## src/rtl/ps2_scancode_decoder.sv

```systemverilog
// ps2_scancode_decoder
// Takes the PS/2 receiver's scan byte and Ready strobe from the KB_Clock
// domain and brings the strobe into the Clock domain. It folds the Set-2
// prefixes (E0 extended, F0 break, E1 pause) into single key events and
// queues those events in a small FIFO with a valid/ack pop interface.
// Optional feature macro: KBD_ASCII_EN adds a Key_ascii output, and each
// FIFO entry then also stores the ASCII value from a Set-2 lookup.
module ps2_scancode_decoder #(
    parameter int DEPTH       = 8,
    parameter int SYNC_STAGES = 2,
    parameter int TIMEOUT     = 50000
) (
    input  logic                     Clock,
    input  logic                     Reset,
    input  logic [7:0]               Scan_code,
    input  logic                     Scan_ready,
    input  logic                     Event_ack,
    output logic                     Event_valid,
    output logic [7:0]               Key_code,
    output logic                     Key_extended,
    output logic                     Key_break,
    output logic [$clog2(DEPTH):0]   Fifo_count,
    output logic                     Overflow
`ifdef KBD_ASCII_EN
    ,
    output logic [7:0]               Key_ascii
`endif
);

    localparam int PTR_W = $clog2(DEPTH);
    localparam int CNT_W = PTR_W + 1;
    localparam int TO_W  = $clog2(TIMEOUT + 1);
`ifdef KBD_ASCII_EN
    localparam int ENTRY_W = 18;
`else
    localparam int ENTRY_W = 10;
`endif
    localparam logic [TO_W-1:0]  TO_LAST   = TO_W'(TIMEOUT - 1);
    localparam logic [CNT_W-1:0] CNT_DEPTH = CNT_W'(DEPTH);

    typedef enum logic [2:0] {
        ST_IDLE    = 3'd0,
        ST_EXT     = 3'd1,
        ST_BRK     = 3'd2,
        ST_EXT_BRK = 3'd3,
        ST_SKIP    = 3'd4
    } state_t;

`ifdef KBD_ASCII_EN
    // Set-2 make code to ASCII; anything unmapped yields 0x00.
    function automatic logic [7:0] set2_to_ascii(input logic [7:0] code);
        logic [7:0] asc;
        case (code)
            8'h1C: asc = 8'h61; 8'h32: asc = 8'h62; 8'h21: asc = 8'h63;
            8'h23: asc = 8'h64; 8'h24: asc = 8'h65; 8'h2B: asc = 8'h66;
            8'h34: asc = 8'h67; 8'h33: asc = 8'h68; 8'h43: asc = 8'h69;
            8'h3B: asc = 8'h6A; 8'h42: asc = 8'h6B; 8'h4B: asc = 8'h6C;
            8'h3A: asc = 8'h6D; 8'h31: asc = 8'h6E; 8'h44: asc = 8'h6F;
            8'h4D: asc = 8'h70; 8'h15: asc = 8'h71; 8'h2D: asc = 8'h72;
            8'h1B: asc = 8'h73; 8'h2C: asc = 8'h74; 8'h3C: asc = 8'h75;
            8'h2A: asc = 8'h76; 8'h1D: asc = 8'h77; 8'h22: asc = 8'h78;
            8'h35: asc = 8'h79; 8'h1A: asc = 8'h7A;
            8'h45: asc = 8'h30; 8'h16: asc = 8'h31; 8'h1E: asc = 8'h32;
            8'h26: asc = 8'h33; 8'h25: asc = 8'h34; 8'h2E: asc = 8'h35;
            8'h36: asc = 8'h36; 8'h3D: asc = 8'h37; 8'h3E: asc = 8'h38;
            8'h46: asc = 8'h39;
            8'h29: asc = 8'h20; 8'h5A: asc = 8'h0D; 8'h66: asc = 8'h08;
            default: asc = 8'h00;
        endcase
        return asc;
    endfunction
`endif

    logic [SYNC_STAGES-1:0] sync_r;
    logic                   ready_prev_r;
    logic                   strobe_r;
    logic [7:0]             code_r;

    state_t                 state_r, next_state_s;
    logic [2:0]             skip_r, skip_next_s;
    logic [TO_W-1:0]        tmo_r, tmo_next_s;
    logic                   tmo_hit_s;
    logic                   emit_s, emit_ext_s, emit_brk_s;

    logic [ENTRY_W-1:0]     mem_r [DEPTH];
    logic [PTR_W-1:0]       wr_ptr_r, rd_ptr_r, rd_next_s, wr_next_s;
    logic [CNT_W-1:0]       count_r, cnt_next_s, cnt_after_pop_s;
    logic                   pop_s, push_s, full_s, drop_s;
    logic [ENTRY_W-1:0]     wdata_s, head_next_s;

    // Strobe synchroniser, rising-edge detector and scan byte capture.
    always_ff @(posedge Clock or negedge Reset) begin
        if (!Reset) begin
            sync_r       <= '0;
            ready_prev_r <= 1'b0;
            strobe_r     <= 1'b0;
            code_r       <= 8'h00;
        end else begin
            sync_r       <= {sync_r[SYNC_STAGES-2:0], Scan_ready};
            ready_prev_r <= sync_r[SYNC_STAGES-1];
            strobe_r     <= sync_r[SYNC_STAGES-1] & ~ready_prev_r;
            if (sync_r[SYNC_STAGES-1] & ~ready_prev_r) begin
                code_r <= Scan_code;
            end
        end
    end

    // Prefix FSM state, pause skip counter and prefix timeout counter.
    always_ff @(posedge Clock or negedge Reset) begin
        if (!Reset) begin
            state_r <= ST_IDLE;
            skip_r  <= 3'd0;
            tmo_r   <= '0;
        end else begin
            state_r <= next_state_s;
            skip_r  <= skip_next_s;
            tmo_r   <= tmo_next_s;
        end
    end

    assign tmo_hit_s = (tmo_r == TO_LAST);

    // Prefix decode: next state, counters and the event to emit.
    always_comb begin
        next_state_s = state_r;
        skip_next_s  = skip_r;
        tmo_next_s   = '0;
        emit_s       = 1'b0;
        emit_ext_s   = 1'b0;
        emit_brk_s   = 1'b0;
        case (state_r)
            ST_IDLE: begin
                if (strobe_r) begin
                    if (code_r == 8'hE0) begin
                        next_state_s = ST_EXT;
                    end else if (code_r == 8'hF0) begin
                        next_state_s = ST_BRK;
                    end else if (code_r == 8'hE1) begin
                        next_state_s = ST_SKIP;
                        skip_next_s  = 3'd7;
                    end else begin
                        emit_s = 1'b1;
                    end
                end else begin
                    next_state_s = ST_IDLE;
                end
            end
            ST_EXT: begin
                if (strobe_r) begin
                    if (code_r == 8'hF0) begin
                        next_state_s = ST_EXT_BRK;
                    end else if (code_r == 8'hE0) begin
                        next_state_s = ST_EXT;
                    end else begin
                        emit_s       = 1'b1;
                        emit_ext_s   = 1'b1;
                        next_state_s = ST_IDLE;
                    end
                end else if (tmo_hit_s) begin
                    next_state_s = ST_IDLE;
                end else begin
                    tmo_next_s = tmo_r + TO_W'(1);
                end
            end
            ST_BRK: begin
                if (strobe_r) begin
                    emit_s       = 1'b1;
                    emit_brk_s   = 1'b1;
                    next_state_s = ST_IDLE;
                end else if (tmo_hit_s) begin
                    next_state_s = ST_IDLE;
                end else begin
                    tmo_next_s = tmo_r + TO_W'(1);
                end
            end
            ST_EXT_BRK: begin
                if (strobe_r) begin
                    emit_s       = 1'b1;
                    emit_ext_s   = 1'b1;
                    emit_brk_s   = 1'b1;
                    next_state_s = ST_IDLE;
                end else if (tmo_hit_s) begin
                    next_state_s = ST_IDLE;
                end else begin
                    tmo_next_s = tmo_r + TO_W'(1);
                end
            end
            ST_SKIP: begin
                if (strobe_r) begin
                    if (skip_r <= 3'd1) begin
                        skip_next_s  = 3'd0;
                        next_state_s = ST_IDLE;
                    end else begin
                        skip_next_s = skip_r - 3'd1;
                    end
                end else if (tmo_hit_s) begin
                    skip_next_s  = 3'd0;
                    next_state_s = ST_IDLE;
                end else begin
                    tmo_next_s = tmo_r + TO_W'(1);
                end
            end
            default: begin
                next_state_s = ST_IDLE;
                skip_next_s  = 3'd0;
            end
        endcase
    end

    // Entry layout, low to high: code[7:0], brk, ext, then ASCII when enabled.
`ifdef KBD_ASCII_EN
    assign wdata_s = {((emit_ext_s | emit_brk_s) ? 8'h00 : set2_to_ascii(code_r)),
                      emit_ext_s, emit_brk_s, code_r};
`else
    assign wdata_s = {emit_ext_s, emit_brk_s, code_r};
`endif

    assign full_s          = (count_r == CNT_DEPTH);
    assign pop_s           = Event_ack & Event_valid;
    assign push_s          = emit_s & (~full_s | pop_s);
    assign drop_s          = emit_s & full_s & ~pop_s;
    assign rd_next_s       = rd_ptr_r + PTR_W'(pop_s);
    assign wr_next_s       = wr_ptr_r + PTR_W'(push_s);
    assign cnt_after_pop_s = count_r - CNT_W'(pop_s);
    assign cnt_next_s      = cnt_after_pop_s + CNT_W'(push_s);

    // Head of the queue after this edge; forward a write into an empty queue.
    always_comb begin
        head_next_s = '0;
        if (push_s && (cnt_after_pop_s == '0)) begin
            head_next_s = wdata_s;
        end else if (cnt_next_s == '0) begin
            head_next_s = '0;
        end else begin
            head_next_s = mem_r[rd_next_s];
        end
    end

    // FIFO storage, pointers, count, sticky overflow and registered head.
    always_ff @(posedge Clock or negedge Reset) begin
        if (!Reset) begin
            for (int i = 0; i < DEPTH; i++) begin
                mem_r[i] <= '0;
            end
            wr_ptr_r     <= '0;
            rd_ptr_r     <= '0;
            count_r      <= '0;
            Overflow     <= 1'b0;
            Event_valid  <= 1'b0;
            Key_code     <= 8'h00;
            Key_break    <= 1'b0;
            Key_extended <= 1'b0;
`ifdef KBD_ASCII_EN
            Key_ascii    <= 8'h00;
`endif
        end else begin
            if (push_s) begin
                mem_r[wr_ptr_r] <= wdata_s;
            end
            wr_ptr_r     <= wr_next_s;
            rd_ptr_r     <= rd_next_s;
            count_r      <= cnt_next_s;
            Overflow     <= Overflow | drop_s;
            Event_valid  <= (cnt_next_s != '0);
            Key_code     <= head_next_s[7:0];
            Key_break    <= head_next_s[8];
            Key_extended <= head_next_s[9];
`ifdef KBD_ASCII_EN
            Key_ascii    <= head_next_s[17:10];
`endif
        end
    end

    assign Fifo_count = count_r;

endmodule

```

## config.mk

```make
export PLATFORM = sky130hd
export DESIGN_NAME = ps2_scancode_decoder
export DESIGN_NICKNAME = d
export VERILOG_FILES = /design/src/rtl/ps2_scancode_decoder.sv
export SDC_FILE = /design/constraint.sdc
export NUM_CORES = 1
export LEC_CHECK = 0
export CORE_MARGIN = 2
export CORE_UTILIZATION = 60
export DETAILED_ROUTE_END_ITERATION = 8
export PLACE_DENSITY_LB_ADDON = 0.25
export REMOVE_ABC_BUFFERS = 1
export SLEW_MARGIN = 40
export SYNTH_ARGS = -nofsm -noshare
export SYNTH_HDL_FRONTEND = slang
export SYNTH_SLANG_ARGS = --single-unit
```

## constraint.sdc

```tcl
create_clock -name Clock -period 8.7 [get_ports Clock]
set_input_delay 1.74 -clock Clock [delete_from_list [all_inputs] [get_ports Clock]]
set_output_delay 1.74 -clock Clock [all_outputs]
set_load 0.03 [all_outputs]
```

==> results.sh <==
export IMPL_run_status="complete, no violations"
export IMPL_syn_area_um2=6190
export IMPL_timing_fmax_ghz=0.258
export IMPL_postSynthCellCount=447
export IMPL_period_needed_ps=3870
export IMPL_tightest_slew_ps=841
export IMPL_insertedDiodeCount=0
export IMPL_core_area_um2=10200
export IMPL_place_gp_congestion=0.802
export IMPL_cts_htree_levels=4
export IMPL_synth_seq_cells=136
export IMPL_cts_made_buffers=17
export IMPL_num_vias=3638
export IMPL_drcViolationCount=0
export IMPL_drtAntennaViolNets=0
export IMPL_cp_arrival_ps=4280
export IMPL_rows=37
export IMPL_yosysSeqAreaShare_pct=55.0
export IMPL_dieHeight_um=106
export IMPL_cts_buffer_depth=2
export IMPL_drt_first_pass_iters=4
export IMPL_synthFlopType="dfrtp_1"
export IMPL_wl_um=12000
export IMPL_hold_viol_final=0
export IMPL_grt_usage_pct=23.8
export IMPL_wl_per_cell_um=19.4
export IMPL_synth_top_family_by_area="multiplexers"
export IMPL_synth_edff_count=0
export IMPL_cap_violations=0
export IMPL_rsz0062_at_grt="no"
export IMPL_final_util_pct=70.5
export IMPL_relSlewSlack_pct=43.8
export IMPL_grt_pass1_wl_um=20100
export IMPL_worstPathRequired_ps=9110
export IMPL_crit_path_start_kind="primary input"
export IMPL_postSynthAreaPerCell_um2=13.8
export IMPL_skew_ps=9.51
export IMPL_post_cts_setup_buffer_count=0
export IMPL_drt_initial_drc_count=184
export IMPL_final_net_count=492
export IMPL_synth_compound_area_share_pct=3.90
export IMPL_cts_tree="yes"
export IMPL_holdBufCountCts=0
export IMPL_grt_max_degree=93
export IMPL_fin_crit_sh_pct=44.5
export IMPL_layout_common_cells="dfrtp_1, mux2_1, clkdlybuf4s50_1"
export IMPL_p_leak_nw=3.18
export IMPL_antenna_found_initial=0
export IMPL_ioPinCount=28
export IMPL_grt_pass1_vias=3774
export IMPL_viasPerCell=5.90
export IMPL_cp_max_fo=11
export IMPL_numPortBuffers=27
export IMPL_clk_latency_ps=520
export IMPL_synthMuxAreaShare_pct=24.9
export IMPL_hold_path_class="reg -> reg"
export IMPL_die_w_um=106
export IMPL_async_flop_share_pct=100
export IMPL_tns_ps=0
export IMPL_yosys_warnings=0
export IMPL_critPathKind="in -> reg"
export IMPL_place_hpwl_um=7190
export IMPL_vdd_drop_max_v=0.000265
export IMPL_drv_slew=0
export IMPL_synthXorXnorAreaFrac_pct=2.97
export IMPL_synth_simple_gate_area_share_pct=8.05
export IMPL_post_cts_resized=0
export IMPL_clk_pin_slew_worst_paths_ps=60
export IMPL_critPathCaptureType="flip-flop"
export IMPL_synth_cell_types=54
export IMPL_cts_root_buf="clkbuf_8"
export IMPL_synthAdderAreaFrac_pct=2.22
export IMPL_p_per_area_nw_per_um2=353
export IMPL_setup_viol=0
export IMPL_overflow=0
export IMPL_cts_sinks=136
export IMPL_synthToLayoutAreaGrowth_pct=16.0
export IMPL_final_common_cell="dfrtp_1"
export IMPL_die_area_um2=11100
export IMPL_drive_gt1_share_pct=17.5
export IMPL_start_util_pct=60.8
-- power by group --
group / total (mW) / leakage [nW] / internal, mW / switching [mW]
clock: 0.746 / 0.294 / 0.480 / 0.267
combinational: 0.827 / 1.17 / 0.427 / 0.400
sequential: 0.963 / 1.72 / 0.832 / 0.131
total: 2.54 / 3.18 / 1.74 / 0.797
-- Yosys cell counts, types with 2 or more instances --
master	instances	area (um^2)
o31ai_1	11	82.6
nand4_1	3	18.8
mux4_2	20	450
and2_1	2	12.5
buf_4	4	30.0
nand2_1	17	63.8
clkbuf_1	19	71.3
buf_2	3	15.0
nand2_2	2	12.5
and3_1	5	31.3
xor2_1	12	105
nor2b_1	3	18.8
mux2_1	75	845
buf_1	2	7.51
mux2_2	13	146
ha_1	11	138
nand3_1	7	35.0
o21bai_1	2	15.0
dfrtp_1	136	3400
mux2i_1	10	100
o21ai_0	3	15.0
nor3b_1	4	30.0
nand3b_1	2	15.0
nor4_1	4	25.0
xnor2_1	9	78.8
nor2_1	24	90.1
o21ai_1	3	15.0
inv_1	12	45.0
nand4b_1	4	35.0
-- kinds of logic (layout without fill, tap and decap cells) --
logic type,count (synthesis),count (layout)
AO/OA/AOI/OAI,31,31
XOR/XNOR,21,21
adder cells (fa/ha/maj),11,11
buffers and inverters,42,76
flip-flops,136,136
multiplexers,118,118
AND/OR/NAND/NOR,88,88
-- worst paths after layout --
path,cells past startpoint,slack [ps],start,end
max in group asynchronous,2,6460,Reset,code_r[0]
min in group asynchronous,1,1140,Reset,tmo_r[5]
worst max-delay path,10,4830,Event_ack,Key_code[2]
worst min register to register,0,350,sync_r[0],sync_r[1]
worst max register to register,9,5650,code_r[1],Key_code[2]
worst min-delay path,0,350,sync_r[0],sync_r[1]
-- state kept, by name, summed over array words and instances (netlist names) --
| register | cells |
|---|---|
| Event_valid | 1 |
| Fifo_count | 4 |
| Key_break | 1 |
| Key_code | 8 |
| Key_extended | 1 |
| Overflow | 1 |
| code_r | 8 |
| mem_r | 80 |
| rd_ptr_r | 3 |
| ready_prev_r | 1 |
| skip_r | 3 |
| state_r | 3 |
| strobe_r | 1 |
| sync_r | 2 |
| tmo_r | 16 |
| wr_ptr_r | 3 |
-- through the flow --
stage	hold slack (ps)	worst slack [ps]	total power, mW	instance area (um^2)	instances
2_1_floorplan	331	4090	1.54	6050	418
3_3_place_gp	334	4190	1.77	6550	586
3_5_place_dp	340	4050	1.80	6560	586
4_1_cts	353	4550	2.56	7180	617
5_1_grt	377	4680	2.67	7180	617
6_report	352	4830	2.54	7180	617
-- worst max-delay path, stage by stage --
cell,delay (ps)
clkdlybuf4s50_1,470
a211oi_1,80
nand3_1,130
nor2b_2,510
ha_1,270
nor3b_1,240
xor2_1,270
nor4_2,60
buf_4,200
o31ai_1,310
-- area by class of cell --
class                      instances  area (um^2)
clock buffer                      20          445
clock inverter                    11          170
fill                             714         3000
inverter                          13         48.8
multi-input combinational        269         2630
sequential                       136         3400
tap                              136          170
timing repair buffer              32          315
-- routing by layer --
layer	up-vias	GRT usage, %	wire, um
met4	0	7.61	119
met5	-	0	0
met1	1902	33.8	5650
met3	11	5.26	356
met2	73	37.2	5840
li1	1652	-	-
Power figures use the tool's default switching activity.
